## src/rtl/uart_tx_tick.sv

```systemverilog
`timescale 1ns/1ps
// uart_tx_tick: UART transmitter paced by an external one-cycle baud strobe.
// Frame on tx: start bit (0), DATA_BITS data bits LSB first, STOP_BITS stop bits (1).
// Each bit lasts exactly one baud_tick interval; the start bit is aligned to the
// first tick after the byte is accepted (a tick in the accept cycle is ignored).
module uart_tx_tick #(
    parameter int DATA_BITS = 8,
    parameter int STOP_BITS = 1
) (
    input  logic                 clk,
    input  logic                 rst_n,
    input  logic                 baud_tick,
    input  logic                 tx_valid,
    input  logic [DATA_BITS-1:0] tx_data,
    output logic                 tx_ready,
    output logic                 tx,
    output logic                 busy
);

    localparam int BCW = $clog2(DATA_BITS);
    localparam logic [BCW-1:0] LAST_BIT  = BCW'(DATA_BITS - 1);
    localparam logic           STOP_LAST = 1'(STOP_BITS - 1);

    typedef enum logic [2:0] {
        IDLE  = 3'd0,
        ARM   = 3'd1,
        START = 3'd2,
        DATA  = 3'd3,
        STOP  = 3'd4
    } state_t;

    state_t               state_q,    state_d;
    logic [DATA_BITS-1:0] shift_q,    shift_d;
    logic [BCW-1:0]       bit_cnt_q,  bit_cnt_d;
    logic                 stop_cnt_q, stop_cnt_d;
    logic                 tx_q,       tx_d;
    logic                 accept;

    // Ready/busy decode straight from the state so ready rises the cycle IDLE is entered.
    assign tx_ready = (state_q == IDLE);
    assign busy     = (state_q != IDLE);
    assign tx       = tx_q;
    assign accept   = tx_valid & tx_ready;

    // Next-state, shift register, counters and next serial bit.
    always_comb begin
        state_d    = state_q;
        shift_d    = shift_q;
        bit_cnt_d  = bit_cnt_q;
        stop_cnt_d = stop_cnt_q;
        tx_d       = tx_q;

        case (state_q)
            IDLE: begin
                // Ticks are ignored here, so a tick coinciding with the accept is not used.
                tx_d = 1'b1;
                if (accept) begin
                    shift_d = tx_data;
                    state_d = ARM;
                end
            end
            ARM: begin
                // Wait for a tick so the start bit begins on a bit boundary.
                if (baud_tick) begin
                    tx_d    = 1'b0;
                    state_d = START;
                end
            end
            START: begin
                if (baud_tick) begin
                    tx_d      = shift_q[0];
                    shift_d   = shift_q >> 1;
                    bit_cnt_d = '0;
                    state_d   = DATA;
                end
            end
            DATA: begin
                if (baud_tick) begin
                    if (bit_cnt_q == LAST_BIT) begin
                        tx_d       = 1'b1;
                        stop_cnt_d = 1'b0;
                        state_d    = STOP;
                    end else begin
                        tx_d      = shift_q[0];
                        shift_d   = shift_q >> 1;
                        bit_cnt_d = bit_cnt_q + BCW'(1);
                    end
                end
            end
            STOP: begin
                if (baud_tick) begin
                    if (stop_cnt_q == STOP_LAST) begin
                        state_d = IDLE;
                    end else begin
                        stop_cnt_d = stop_cnt_q + 1'b1;
                    end
                end
            end
            default: begin
                tx_d    = 1'b1;
                state_d = IDLE;
            end
        endcase
    end

    // State register; reset forces the line high immediately and discards any frame.
    always_ff @(posedge clk or negedge rst_n) begin
        if (!rst_n) begin
            state_q    <= IDLE;
            shift_q    <= '0;
            bit_cnt_q  <= '0;
            stop_cnt_q <= 1'b0;
            tx_q       <= 1'b1;
        end else begin
            state_q    <= state_d;
            shift_q    <= shift_d;
            bit_cnt_q  <= bit_cnt_d;
            stop_cnt_q <= stop_cnt_d;
            tx_q       <= tx_d;
        end
    end

endmodule

```

## config.mk

```make
export PLATFORM = sky130hd
export DESIGN_NAME = uart_tx_tick
export DESIGN_NICKNAME = d
export VERILOG_FILES = /design/src/rtl/uart_tx_tick.sv
export SDC_FILE = /design/constraint.sdc
export NUM_CORES = 1
export LEC_CHECK = 0
export ABC_AREA = 1
export CORE_AREA = 2 2 57 45
export DETAILED_ROUTE_END_ITERATION = 12
export DIE_AREA = 0 0 59 47
export PLACE_DENSITY_LB_ADDON = 0.25
export SKIP_LAST_GASP = 1
export SLEW_MARGIN = 0
export SYNTH_ARGS = -nofsm -noshare
export SYNTH_HDL_FRONTEND = slang
export SYNTH_SLANG_ARGS = --single-unit
```

## constraint.sdc

```tcl
create_clock -name clk -period 3.3 [get_ports clk]
set_input_delay 0.66 -clock clk [delete_from_list [all_inputs] [get_ports clk]]
set_output_delay 0.66 -clock clk [all_outputs]
set_load 0.02 [all_outputs]
```

* Yosys cells after proc, flatten, opt, wreduce, memory -nomap -nowiden
Index checks and enable logic that the tools add are counted. Widths: inputs -> output; s select.
Storage, ports and cells: RAM bits 0, flip-flop bits (word level) 16, latch bits 0, bits of input ports 12, memories kept 0, memory bits (read-only) 0, output and inout port bits 3, word-level logic and storage cells 59
Operators by class: muxes and demuxes 27, reduce and logical (&&, ||, !) cells 10, multipliers 0, $lt $le $gt $ge 0, eq/ne operators 13, bitwise operators 2, div/mod/pow operators 0, shifts and indexed selects 0, add/sub/neg operators 2
Operators with widths (count):
- $mux 8 | 4
- $mux 3 | 10
- $pmux 8 s3 | 1
- $pmux 3 s5 | 1
- $ne 2x2->1 const B | 7
- $reduce_and 4->1 | 3
- $mux 1 | 8
- $reduce_and 7->1 | 1
- $eq 3x2->1 const B | 2
- $eq 3x3->1 const B | 2
- $pmux 3 s2 | 1
- $reduce_bool 3->1 | 2
- $reduce_and 5->1 | 1
- $pmux 1 s4 | 1
- $reduce_bool 2->1 | 2
- $add 3x1->3 const B | 1
- $eq 3x1->1 const B | 1
- $logic_not 3->1 | 1
- $ne 2x1->1 const B | 1
- $pmux 1 s2 | 1
- $add 1x1->1 const B | 1
- $and 1x1->1 | 1
- $not 1->1 | 1

* Depth between registers and ports, before layout
depth after elaboration 4, gate-level depth with buffers 8, gate-level depth less buffers 8

* Worst setup path after synthesis
Ideal clock, no wire load.
path type register -> output, start point register state_q[0], end point output port busy, cell stages (with the launch flop) 6, path buffers 1, arrival time 1325 ps, path slack 1315 ps, required time 2640 ps, path through dfrtp_1 -> buf_6 -> nor2_2 -> bufinv_8 -> nor2_1 -> inv_1
Between the ends: word-level cells in the longest chain between the ends 1
Ends and longest elaborated chain:
- start: declaration | RTL line 32 | state_t state_q, state_d;
- start signal: assignment | RTL line 115 | state_q <= state_d;
- $reduce_bool 3->1 | RTL line 41 | assign busy = (state_q != IDLE);
- end: declaration | RTL line 17 | output logic busy
Every way passes these cells.

* Worst setup path after layout
start point register state_q[0], end point output port tx_ready
Between the ends: word-level cells in the longest chain between the ends 1
Ends and longest elaborated chain:
- $logic_not 3->1 | RTL line 40 | assign tx_ready = (state_q == IDLE);
- end: declaration | RTL line 15 | output logic tx_ready,
Every way passes these cells.

==> impl_metrics.tcl <==
set metrics [dict create \
    max_stage_delay_ns 0.62 \
    p_int_uw 575 \
    reg2reg_to "shift_q[0]" \
    synthCells 121 \
    drv_slew 0 \
    clk_pin_slew_ns 0.08 \
    cts_tree "yes" \
    crit_arrival_ns 1.92 \
    die_x_um 59 \
    place_area_um2 1070 \
    clockPowerShare_pct 9.9 \
    drv_cap 0 \
    crit_start "state_q[0]" \
    final_cell_area_um2 1090 \
    rows 15 \
    n_fill_cell 223 \
    holdPathEnd "shift_q[7]" \
    reg2reg_from "state_q[1]" \
    synth_top_area_share_pct 36.9 \
    n_antenna_cell 0 \
    syn_to_final_growth_pct 15.3 \
    synth_fp_nets 135 \
    reg2reg_depth 7 \
    ios 15 \
    crit_required_ns 2.64 \
    netlist_area_um2 948 \
    hpwl_um 1320 \
    port_buffers 14 \
    p_seq_share_pct 33.3 \
    dieArea_um2 2770 \
    vias_per_cell 4.86 \
    cp_top_family "buffers and inverters" \
    crit_fanout 8 \
    hold_path.class "reg2reg" \
    ys_seq_elements 15 \
    setup_violations 0 \
    period_share_pct 78.3 \
    cts_hold_buf 0 \
    cts_buffers 3 \
    reg2reg_slack_ns 1.47 \
    seq_area_um2 377 \
    worstMarginPinSlew_ns 0.717 \
    wire_per_inst_um 11.9 \
    slew_headroom_pct 52.0 \
    htree_levels 1 \
    p_leak_uw 0.000586 \
    clockBufferDepth 2 \
    design.core.area_um2 2210 \
    whs_path_depth 2 \
    path_buf_inv 2 \
    drtPass1Iterations 4 \
    finalClockSkew_ns 0.0123 \
    synth_top_cell_by_area "dfrtp_1" \
    grt_max_degree 16 \
    avgSynthCellArea_um2 7.84 \
    die-height_um 47 \
    synth_area_leaders "dfrtp_1 37%, nand2_1 19%, nand3_1 11%, buf_6 4.7%, dfstp_2 2.8%" \
    nets 149 \
    gp_congestion 0.893 \
    place_ws_ns 1.02 \
    layout_setup_ws_ns 0.717 \
    grt_util_all_layers_pct 16.2 \
    cp_slowest_cell "clkdlybuf4s50_1" \
    pwr-share-comb_pct 56.8 \
    clkSinkCount 15 \
    final_cells 159 \
    yosys_warnings 0 \
    p_sw_uw 520 \
    period_needed_ns 2.58 \
    post_cts_buffers 0 \
    final_util_pct 49.4 \
    cp_cell_sequence "nor2_2, bufinv_8, nor2_1, clkdlybuf4s50_1" \
    gr-total-overflow 0 \
    fmax_ghz 0.387 \
    swShare_pct 47.5 \
    grt_pass1_wl_um 3260 \
    endpoint_kind "output pin" \
    ys_seq_area_share_pct 39.7 \
    ir_worst_vdd_mv 0.397 \
    root_buffer "clkbuf_4" \
    drt_iter0_markers 40 \
    antenna_found_initial 0 \
    drt-total-wl_um 1890 \
    placed_cells 155 \
    hold_viol_final 0 \
    clk_latency_ns 0.29 \
    start_util_pct 42.8 \
    drc 0 \
    vias 773 \
    cts_resized 0 \
    crit_path_start_kind "register" \
    setup_tns_ns 0 \
    power_density_nw_per_um2 1000 \
    outcome "finished, final reports clean" \
    yosysUniqueCellTypes 23 \
    worstHoldStart "shift_q[7]" \
    rsz0062_at_grt "no" \
    criticalPathCategory "reg2out" \
    drive_gt1_share_pct 14.2 \
    multi_input_comb_area_um2 473 \
    drt.antenna.violating_nets 0 \
    grt_pass1_vias 698 \
]
## layout by cell type, fill, tap and decap left out, types with 2 or more instances in the layout
| cell type | netlist | final |
|---|---|---|
| clkbuf_4 | 0 | 3 |
| clkdlybuf4s50_1 | 0 | 14 |
| dfrtp_1 | 14 | 14 |
| ha_1 | 2 | 2 |
| inv_1 | 4 | 4 |
| nand2_1 | 49 | 49 |
| nand2_2 | 3 | 3 |
| nand2_4 | 2 | 2 |
| nand3_1 | 21 | 21 |
| nand3b_1 | 2 | 2 |
| nor2_1 | 3 | 3 |
| nor2_2 | 3 | 3 |
| o21ai_1 | 3 | 3 |
## area by class of cell
cell class / count / share of cell area [%]
Multi-Input combinational cell: 93 / 43.2
Sequential cell: 15 / 34.4
Timing Repair Buffer: 14 / 12.8
Inverter: 8 / 4.23
Tap cell: 25 / 2.86
Clock buffer: 4 / 2.40
## cell usage after synthesis
| cell type | n |
|---|---|
| buf_4 | 1 |
| buf_6 | 4 |
| bufinv_8 | 1 |
| clkinv_1 | 1 |
| dfrtp_1 | 14 |
| dfstp_2 | 1 |
| ha_1 | 2 |
| inv_1 | 4 |
| inv_2 | 1 |
| inv_4 | 1 |
| nand2_1 | 49 |
| nand2_2 | 3 |
| nand2_4 | 2 |
| nand2_8 | 1 |
| nand3_1 | 21 |
| nand3_2 | 1 |
| nand3b_1 | 2 |
| nand4_2 | 1 |
| nor2_1 | 3 |
| nor2_2 | 3 |
| nor3_2 | 1 |
| o21ai_0 | 1 |
| o21ai_1 | 3 |
## stage by stage
step           hold slack [ns]  total power, uW
2_1_floorplan            0.364              885
3_3_place_gp             0.459              976
3_5_place_dp             0.461              987
4_1_cts                  0.480             1100
5_1_grt                  0.493             1210
6_report                 0.474             1100
## power by group through the flow
| stage | Sequential [uW] | Clock (uW) | Combinational, uW |
|---|---|---|---|
| final | 365 | 108 | 622 |
| after global routing | 379 | 120 | 712 |
| after CTS | 363 | 113 | 624 |
| after detailed placement | 366 | 0 | 622 |
| after global placement | 362 | 0 | 614 |
| after floorplan | 335 | 0 | 550 |
## flip-flops by register name, indices dropped and copies added, names as in the netlist
name       cells
bit_cnt_q      3
shift_q        8
state_q        3
tx             1
## per-layer routing
metal / share of wire (%) / global-route usage (%) / vias up
li1: - / - / 411
met1: 52 / 23.2 / 343
met2: 42 / 23.1 / 19
met3: 5.9 / 6.06 / 0
met4: 0 / 4.09 / 0
met5: 0 / 0 / -
## logic make-up after synthesis
| kind of cell | share of synthesized area [%] |
|---|---|
| buffers and inverters | 10.4 |
| adders and majority gates | 2.64 |
| DFF | 39.7 |
| AOI/OAI and AO/OA | 2.11 |
| and+or+nand+nor | 45.1 |
## worst min-delay path, delay by kind of cell, from the launching register on
family,cells,cell delay (ns)
DFF,1,0.35
and+or+nand+nor,2,0.10
## worst max path at each step
stage	end	slack [ns]	cells past startpoint
global route	tx_ready	0.56	4
finish	tx_ready	0.72	4
global placement	tx_ready	1.08	4
CTS	tx_ready	0.69	4
floorplan	busy	1.32	5
detailed placement	tx_ready	1.02	4
No activity file was read; power rests on OpenSTA's default activity.
